<file path="src/rtl/cp0_pkg.sv">
// cp0_pkg: shared CP0 command codes, sequencer state encoding and CP0 register indices.
package cp0_pkg;

    typedef enum logic [2:0] {
        CP0OP_NONE = 3'b000,
        CP0OP_MFC0 = 3'b001,
        CP0OP_MTC0 = 3'b010,
        CP0OP_TRAP = 3'b011,
        CP0OP_ERET = 3'b100
    } cp0op_e;

    typedef enum logic [1:0] {
        IDLE  = 2'd0,
        TRAP  = 2'd1,
        ERET  = 2'd2,
        DRAIN = 2'd3
    } state_e;

    localparam logic [29:0] EXC_VEC_DEFAULT = 30'h0000_0010;

    localparam logic [4:0] CP0_STATUS_CS  = 5'd12;
    localparam logic [2:0] CP0_STATUS_SEL = 3'd0;
    localparam logic [4:0] CP0_CAUSE_CS   = 5'd13;
    localparam logic [2:0] CP0_CAUSE_SEL  = 3'd0;
    localparam logic [4:0] CP0_EPC_CS     = 5'd14;
    localparam logic [2:0] CP0_EPC_SEL    = 3'd0;

endpackage

</file>
<file path="src/rtl/cp0_irq_sync.sv">
// cp0_irq_sync: per-line 2-flop synchronizer plus rising-edge detect, one-cycle set pulses out.
module cp0_irq_sync
    import cp0_pkg::*;
#(
    parameter int N = 6
) (
    input  logic         clk,
    input  logic         rst_n,
    input  logic [N-1:0] irq_in,
    output logic [N-1:0] rise
);

    logic [N-1:0] s1, s2, s3;

    always_ff @(posedge clk or negedge rst_n) begin
        if (!rst_n) begin
            s1 <= '0;
            s2 <= '0;
            s3 <= '0;
        end else begin
            s1 <= irq_in;
            s2 <= s1;
            s3 <= s2;
        end
    end

    assign rise = s2 & ~s3;

endmodule

</file>
<file path="src/rtl/cp0_exc_ctrl.sv">
// cp0_exc_ctrl: WB-boundary exception/interrupt sequencer producing CP0 write commands, flush and fetch redirect.
// The interrupt path exists only when CP0_IRQ_EN is defined.
module cp0_exc_ctrl
    import cp0_pkg::*;
#(
    parameter int          NUM_IRQ      = 6,
    parameter logic [29:0] EXC_VEC      = EXC_VEC_DEFAULT,
    parameter int          DRAIN_CYCLES = 2
) (
    input  logic               clk,
    input  logic               rst_n,
    input  logic               wb_valid,
    input  logic [2:0]         wb_cp0op,
    input  logic [29:0]        wb_pc,
    input  logic [4:0]         wb_cs,
    input  logic [2:0]         wb_sel,
    input  logic [31:0]        wb_busB,
    input  logic [NUM_IRQ-1:0] irq_in,
    input  logic               status_ie,
    input  logic               status_exl,
    input  logic [31:0]        cp0_epc,
    output logic [2:0]         wr_cp0op,
    output logic [4:0]         wr_cs,
    output logic [2:0]         wr_sel,
    output logic [31:0]        wr_data,
    output logic               flush,
    output logic               redirect_valid,
    output logic [29:0]        redirect_pc,
    output logic [NUM_IRQ-1:0] irq_pending
);

    localparam int CW = DRAIN_CYCLES > 0 ? $clog2(DRAIN_CYCLES + 1) : 1;

    state_e        state, state_n;
    logic [CW-1:0] cnt, cnt_n;
    cp0op_e        op_n;
    logic [4:0]    cs_n;
    logic [2:0]    sel_n;
    logic [31:0]   data_n;
    logic [29:0]   rpc_n;
    logic          flush_n, rv_n, irq_req, take_irq, unused_bits;

`ifdef CP0_IRQ_EN
    logic [NUM_IRQ-1:0] rise;

    cp0_irq_sync #(.N(NUM_IRQ)) u_sync (
        .clk    (clk),
        .rst_n  (rst_n),
        .irq_in (irq_in),
        .rise   (rise)
    );

    // a new edge on the bit being taken must survive the take-clear
    always_ff @(posedge clk or negedge rst_n) begin
        if (!rst_n) irq_pending <= '0;
        else irq_pending <= (irq_pending & ~(take_irq ? irq_pending & -irq_pending : '0)) | rise;
    end

    assign irq_req     = status_ie & ~status_exl & (|irq_pending);
    assign unused_bits = ^cp0_epc[1:0];
`else
    assign irq_pending = '0;
    assign irq_req     = 1'b0;
    assign unused_bits = ^{cp0_epc[1:0], irq_in, status_ie, status_exl};
`endif

    always_comb begin
        state_n  = state;
        cnt_n    = cnt;
        op_n     = CP0OP_NONE;
        cs_n     = wr_cs;
        sel_n    = wr_sel;
        data_n   = wr_data;
        rpc_n    = redirect_pc;
        flush_n  = 1'b0;
        rv_n     = 1'b0;
        take_irq = 1'b0;
        unique case (state)
            IDLE: begin
                take_irq = wb_valid && irq_req && (wb_cp0op == CP0OP_NONE || wb_cp0op == CP0OP_MFC0);
                if (take_irq || (wb_valid && wb_cp0op == CP0OP_TRAP)) begin
                    state_n = TRAP;
                    op_n    = CP0OP_TRAP;
                    cs_n    = CP0_EPC_CS;
                    sel_n   = CP0_EPC_SEL;
                    data_n  = {take_irq ? wb_pc + 30'd1 : wb_pc, 2'b00};
                    flush_n = 1'b1;
                end else if (wb_valid && wb_cp0op == CP0OP_ERET) begin
                    state_n = ERET;
                    op_n    = CP0OP_ERET;
                    rv_n    = 1'b1;
                    rpc_n   = cp0_epc[31:2];
                    flush_n = 1'b1;
                end else if (wb_valid && wb_cp0op == CP0OP_MTC0) begin
                    op_n   = CP0OP_MTC0;
                    cs_n   = wb_cs;
                    sel_n  = wb_sel;
                    data_n = wb_busB;
                end
            end
            TRAP: begin
                state_n = DRAIN;
                cnt_n   = CW'(DRAIN_CYCLES);
                rv_n    = 1'b1;
                rpc_n   = EXC_VEC;
                flush_n = 1'b1;
            end
            // the ERET cycle already carried the redirect, so one drain cycle is spent on the way out
            ERET: begin
                state_n = DRAIN_CYCLES == 0 ? IDLE : DRAIN;
                cnt_n   = CW'(DRAIN_CYCLES - 1);
                flush_n = DRAIN_CYCLES != 0;
            end
            DRAIN: begin
                state_n = cnt == '0 ? IDLE : DRAIN;
                cnt_n   = cnt - CW'(1);
                flush_n = cnt != '0;
            end
        endcase
    end

    always_ff @(posedge clk or negedge rst_n) begin
        if (!rst_n) begin
            state          <= IDLE;
            cnt            <= '0;
            wr_cp0op       <= '0;
            wr_cs          <= '0;
            wr_sel         <= '0;
            wr_data        <= '0;
            flush          <= 1'b0;
            redirect_valid <= 1'b0;
            redirect_pc    <= '0;
        end else begin
            state          <= state_n;
            cnt            <= cnt_n;
            wr_cp0op       <= op_n;
            wr_cs          <= cs_n;
            wr_sel         <= sel_n;
            wr_data        <= data_n;
            flush          <= flush_n;
            redirect_valid <= rv_n;
            redirect_pc    <= rpc_n;
        end
    end

endmodule

</file>
<file path="config.mk">
export PLATFORM = sky130hd
export DESIGN_NAME = cp0_exc_ctrl
export DESIGN_NICKNAME = d
export VERILOG_FILES = /design/src/rtl/cp0_pkg.sv /design/src/rtl/cp0_irq_sync.sv /design/src/rtl/cp0_exc_ctrl.sv
export SDC_FILE = /design/constraint.sdc
export NUM_CORES = 1
export LEC_CHECK = 0
export BUFFER_PORTS_ARGS = -buffer_cell sky130_fd_sc_hd__buf_2
export CORE_AREA = 2 2 98 100
export DETAILED_ROUTE_END_ITERATION = 8
export DIE_AREA = 0 0 100 102
export GPL_TIMING_DRIVEN = 0
export PLACE_DENSITY = 0.76
export SLEW_MARGIN = 20
export SYNTH_ARGS = -nofsm -noshare
export SYNTH_HDL_FRONTEND = slang
export SYNTH_SLANG_ARGS = --single-unit
</file>
<file path="constraint.sdc">
create_clock -name clk -period 1.5 [get_ports clk]
set_input_delay 0.15 -clock clk [delete_from_list [all_inputs] [get_ports clk]]
set_output_delay 0.15 -clock clk [all_outputs]
set_load 0.005 [all_outputs]
</file>
==> results_tabular.tex <==
\begin{tabular}{lr}
\hline
Metric & Value \\
\hline
\multicolumn{2}{l}{\textbf{Worst setup path}} \\
Critical path data arrival time & 1.90 ns \\
Type of the worst setup path & flop to flop \\
Required time of the critical path & 1.74 ns \\
Kind of start point of the critical path & flop \\
Crit. End Element & flop \\
Crit path max fanout & 10 \\
Worst reg2reg path startpoint & state[0] \\
Critical path startpoint & state[0] \\
\multicolumn{2}{l}{\textbf{Synthesis}} \\
Ranking of synthesized cells by area & sky130\_fd\_sc\_hd\_\_dfrtp\_1, sky130\_fd\_sc\_hd\_\_mux2\_4, sky130\_fd\_sc\_hd\_\_o21ai\_0 \\
Synthesis Warnings & 0 \\
Sequential-to-total area share from yosys stat & 53.92\% \\
Register bit count reported by yosys & 79 \\
Cell accounting for the most synthesized area & sky130\_fd\_sc\_hd\_\_dfrtp\_1 \\
Post-synthesis instance area & 0.003666 mm² \\
Synthesized instance count & 329 \\
Count of unique library cells instantiated by Yosys & 30 \\
Share of the synthesized area in the top cell type & 53.92\% \\
Mean cell area of the mapped netlist & 11.14 µm² \\
\multicolumn{2}{l}{\textbf{Placement}} \\
Count of placed standard cells including taps & 626 \\
Number of port buffers & 180 \\
Worst-case setup slack after placement & -0.3171 ns \\
Final estimated routing congestion in global placement & 0.8267 \\
Sum of net half-perimeters after detailed placement & 7.150 mm \\
\multicolumn{2}{l}{\textbf{Min path}} \\
Worst Hold Launch & wb\_busB[0] \\
Class of the tightest hold or removal check & primary input to flop \\
\multicolumn{2}{l}{\textbf{Clock network}} \\
Max Buffers Root-to-Sink & 2 \\
Number of sinks driven by the clock tree & 79 \\
Insertion delay to the later sink of the worst-skew pair & 0.35 ns \\
Worst-path clk slew & 0.09 ns \\
H-tree levels & 3 \\
Clock buffer count from CTS & 9 \\
TritonCTS clock tree & built \\
Library cell used as clock root buffer & sky130\_fd\_sc\_hd\_\_clkbuf\_8 \\
\multicolumn{2}{l}{\textbf{Timing}} \\
Unrepaired setup endpoints after global routing & yes \\
Setup ws final & -0.1615 ns \\
Worst Max-Slew Pin Slew & 0.5016 ns \\
Max Clock Freq & 0.6019 GHz \\
Shortest clock period the worst path allows after layout & 1.662 ns \\
Share of the clock period used by the worst path & 110.8\% \\
Setup violations, final & 32 \\
Setup clock skew after layout & 0.01499 ns \\
Fin Setup TNS & -4.301 ns \\
Number of hold violations in the final report & 0 \\
Final slew viol count & 0 \\
Max transition margin & 66.56\% \\
\multicolumn{2}{l}{\textbf{Routing}} \\
Vias per cell & 4.928 \\
Post-route DRC violation count & 0 \\
Number of DRC markers in iteration 0 & 74 \\
Average wire per cell in the routed design & 14.72 µm \\
DR pass1 iterations & 4 \\
Vias post-DR & 3,233 \\
Count of antenna-violating nets left after detailed routing & 0 \\
Final WL & 9.656 mm \\
\multicolumn{2}{l}{\textbf{GRT}} \\
Global route overflow & 0 \\
Pin count of the biggest net entering global routing & 59 \\
Initial antenna violation count & 0 \\
First-pass GRT wire length & 14.56 mm \\
Overall track demand over capacity in global routing & 18.10\% \\
Vias in the first global route & 3,119 \\
\multicolumn{2}{l}{\textbf{Cells and area}} \\
Most common cell after layout, fill and taps aside & sky130\_fd\_sc\_hd\_\_buf\_2 \\
Number of nets in the layout & 662 \\
Layout overhead on the synthesized area & 39.69\% \\
Count of antenna diodes in the layout & 0 \\
Ratio of cells with drive above 1 in the final layout & 50.09\% \\
Most used cells in the layout excluding fill and tap cells & sky130\_fd\_sc\_hd\_\_buf\_2, sky130\_fd\_sc\_hd\_\_dfrtp\_1, sky130\_fd\_sc\_hd\_\_nand2\_1 \\
Post-Layout Cell Count & 656 \\
\multicolumn{2}{l}{\textbf{Flow run}} \\
Number of violations of the max-capacitance limit & 0 \\
\multicolumn{2}{l}{\textbf{Outcome}} \\
Violated checks & setup timing \\
Status & complete, but fails checks \\
\multicolumn{2}{l}{\textbf{Die}} \\
Vertical die dimension & 102 µm \\
Core region area & 0.009109 mm² \\
Number of core rows & 35 \\
Initial core utilization & 40.25\% \\
Total I/O pin count & 197 \\
Die extent in x & 100 µm \\
Die outline area & 0.01020 mm² \\
\multicolumn{2}{l}{\textbf{Power}} \\
Cell leakage power & 2.771 nW \\
Power density over the cells & 1805 mW/mm² \\
Worst ir drop on vdd & 0.0007851 V \\
\hline
\end{tabular}
report_power, final:
group	internal (mW)	total, mW	switching [mW]	leakage, nW
Clock	0.615	1.44	0.823	0.0827
Sequential	3.09	3.59	0.495	0.988
Combinational	2.42	4.22	1.80	1.70
Total	6.13	9.24	3.12	2.77
flip-flops by register name, indices dropped and copies added, names as in the netlist:
register        flops
redirect_valid      1
wr_data            32
cnt                 2
wr_sel              3
flush               1
redirect_pc        30
wr_cs               5
wr_cp0op            3
state               2
cell families after synthesis:
family	after synthesis	synth area share, %
and+or+nand+nor	97	13.89
AOI/OAI and AO/OA	79	12.18
DFF	79	53.93
buffers and inverters	36	5.085
muxes	31	12.76
adders and majority gates	6	2.048
other	1	0.1023
layout make-up:
class,count,area (µm²)
multi-input cells,219,1544
well taps,111,138.9
fillers,802,3988
clock buffers,9,123.9
flip-flops and latches,79,1977
plain buffers,28,192.7
repair buffers,196,1065
inverters,7,26.28
clock inverters,7,53.80
path summary, 6_finish.rpt:
path,depth (start not counted),to,slack [ns]
max,6,redirect_pc[0],-0.16
min,3,wr_data[0],0.06
max reg2reg,6,redirect_pc[0],-0.16
min reg2reg,2,wr_sel[1],0.48
max in group asynchronous,3,wr_data[8],0.67
min in group asynchronous,2,redirect_pc[2],0.24
layer usage:
metal | up-vias | track usage, % | wire, µm
met5 | - | 0 | 0
met1 | 1547 | 21.92 | 3936
met3 | 23 | 3.010 | 495
met4 | 0 | 7.587 | 223
met2 | 125 | 32.17 | 5001
li1 | 1538 | - | -
timing repair:
action,in CTS,in global routing
hold buffers,1,0
endpoints found under the hold margin,21,0
pin swaps,1,1
setup buffers,7,7
resized for setup,18,26
cloned,1,0
endpoints found under the setup margin,73,71
synthesized netlist by cell type, drive strengths merged:
| cell type | instances |
|---|---|
| nand4b | 1 |
| nor2 | 6 |
| nor4b | 2 |
| buf | 14 |
| a21oi | 2 |
| nand3b | 1 |
| clkbuf | 15 |
| dfrtp | 79 |
| a31oi | 2 |
| nand2b | 10 |
| o22ai | 30 |
| nor2b | 30 |
| o21ai | 41 |
| o21bai | 1 |
| or2 | 1 |
| o21a | 1 |
| and4bb | 1 |
| or3b | 1 |
| and4b | 1 |
| inv | 7 |
| nand2 | 43 |
| a211oi | 1 |
| mux2 | 29 |
| mux2i | 2 |
| conb | 1 |
| a32oi | 1 |
| ha | 6 |
worst max-delay path, stage by stage (launching register included):
cell and delay, ns:
sky130_fd_sc_hd__dfrtp_1 0.44, sky130_fd_sc_hd__inv_2 0.10, sky130_fd_sc_hd__ha_4 0.16, sky130_fd_sc_hd__mux2i_4 0.26, sky130_fd_sc_hd__buf_6 0.15, sky130_fd_sc_hd__buf_12 0.14, sky130_fd_sc_hd__mux2_4 0.31
through the flow:
step	util, %	cell area [µm²]	power (mW)	hold slack (ns)
floorplan	-	3697	5.846	-0.1456
detailed placement	52.34	4767	7.413	0.06969
finish	56.22	5121	9.245	0.05541
CTS	55.71	5075	9.192	0.04346
global route	56.22	5121	9.895	0.06418
global placement	52.01	4737	7.223	0.4061
No activity file was read; power rests on OpenSTA's default activity.
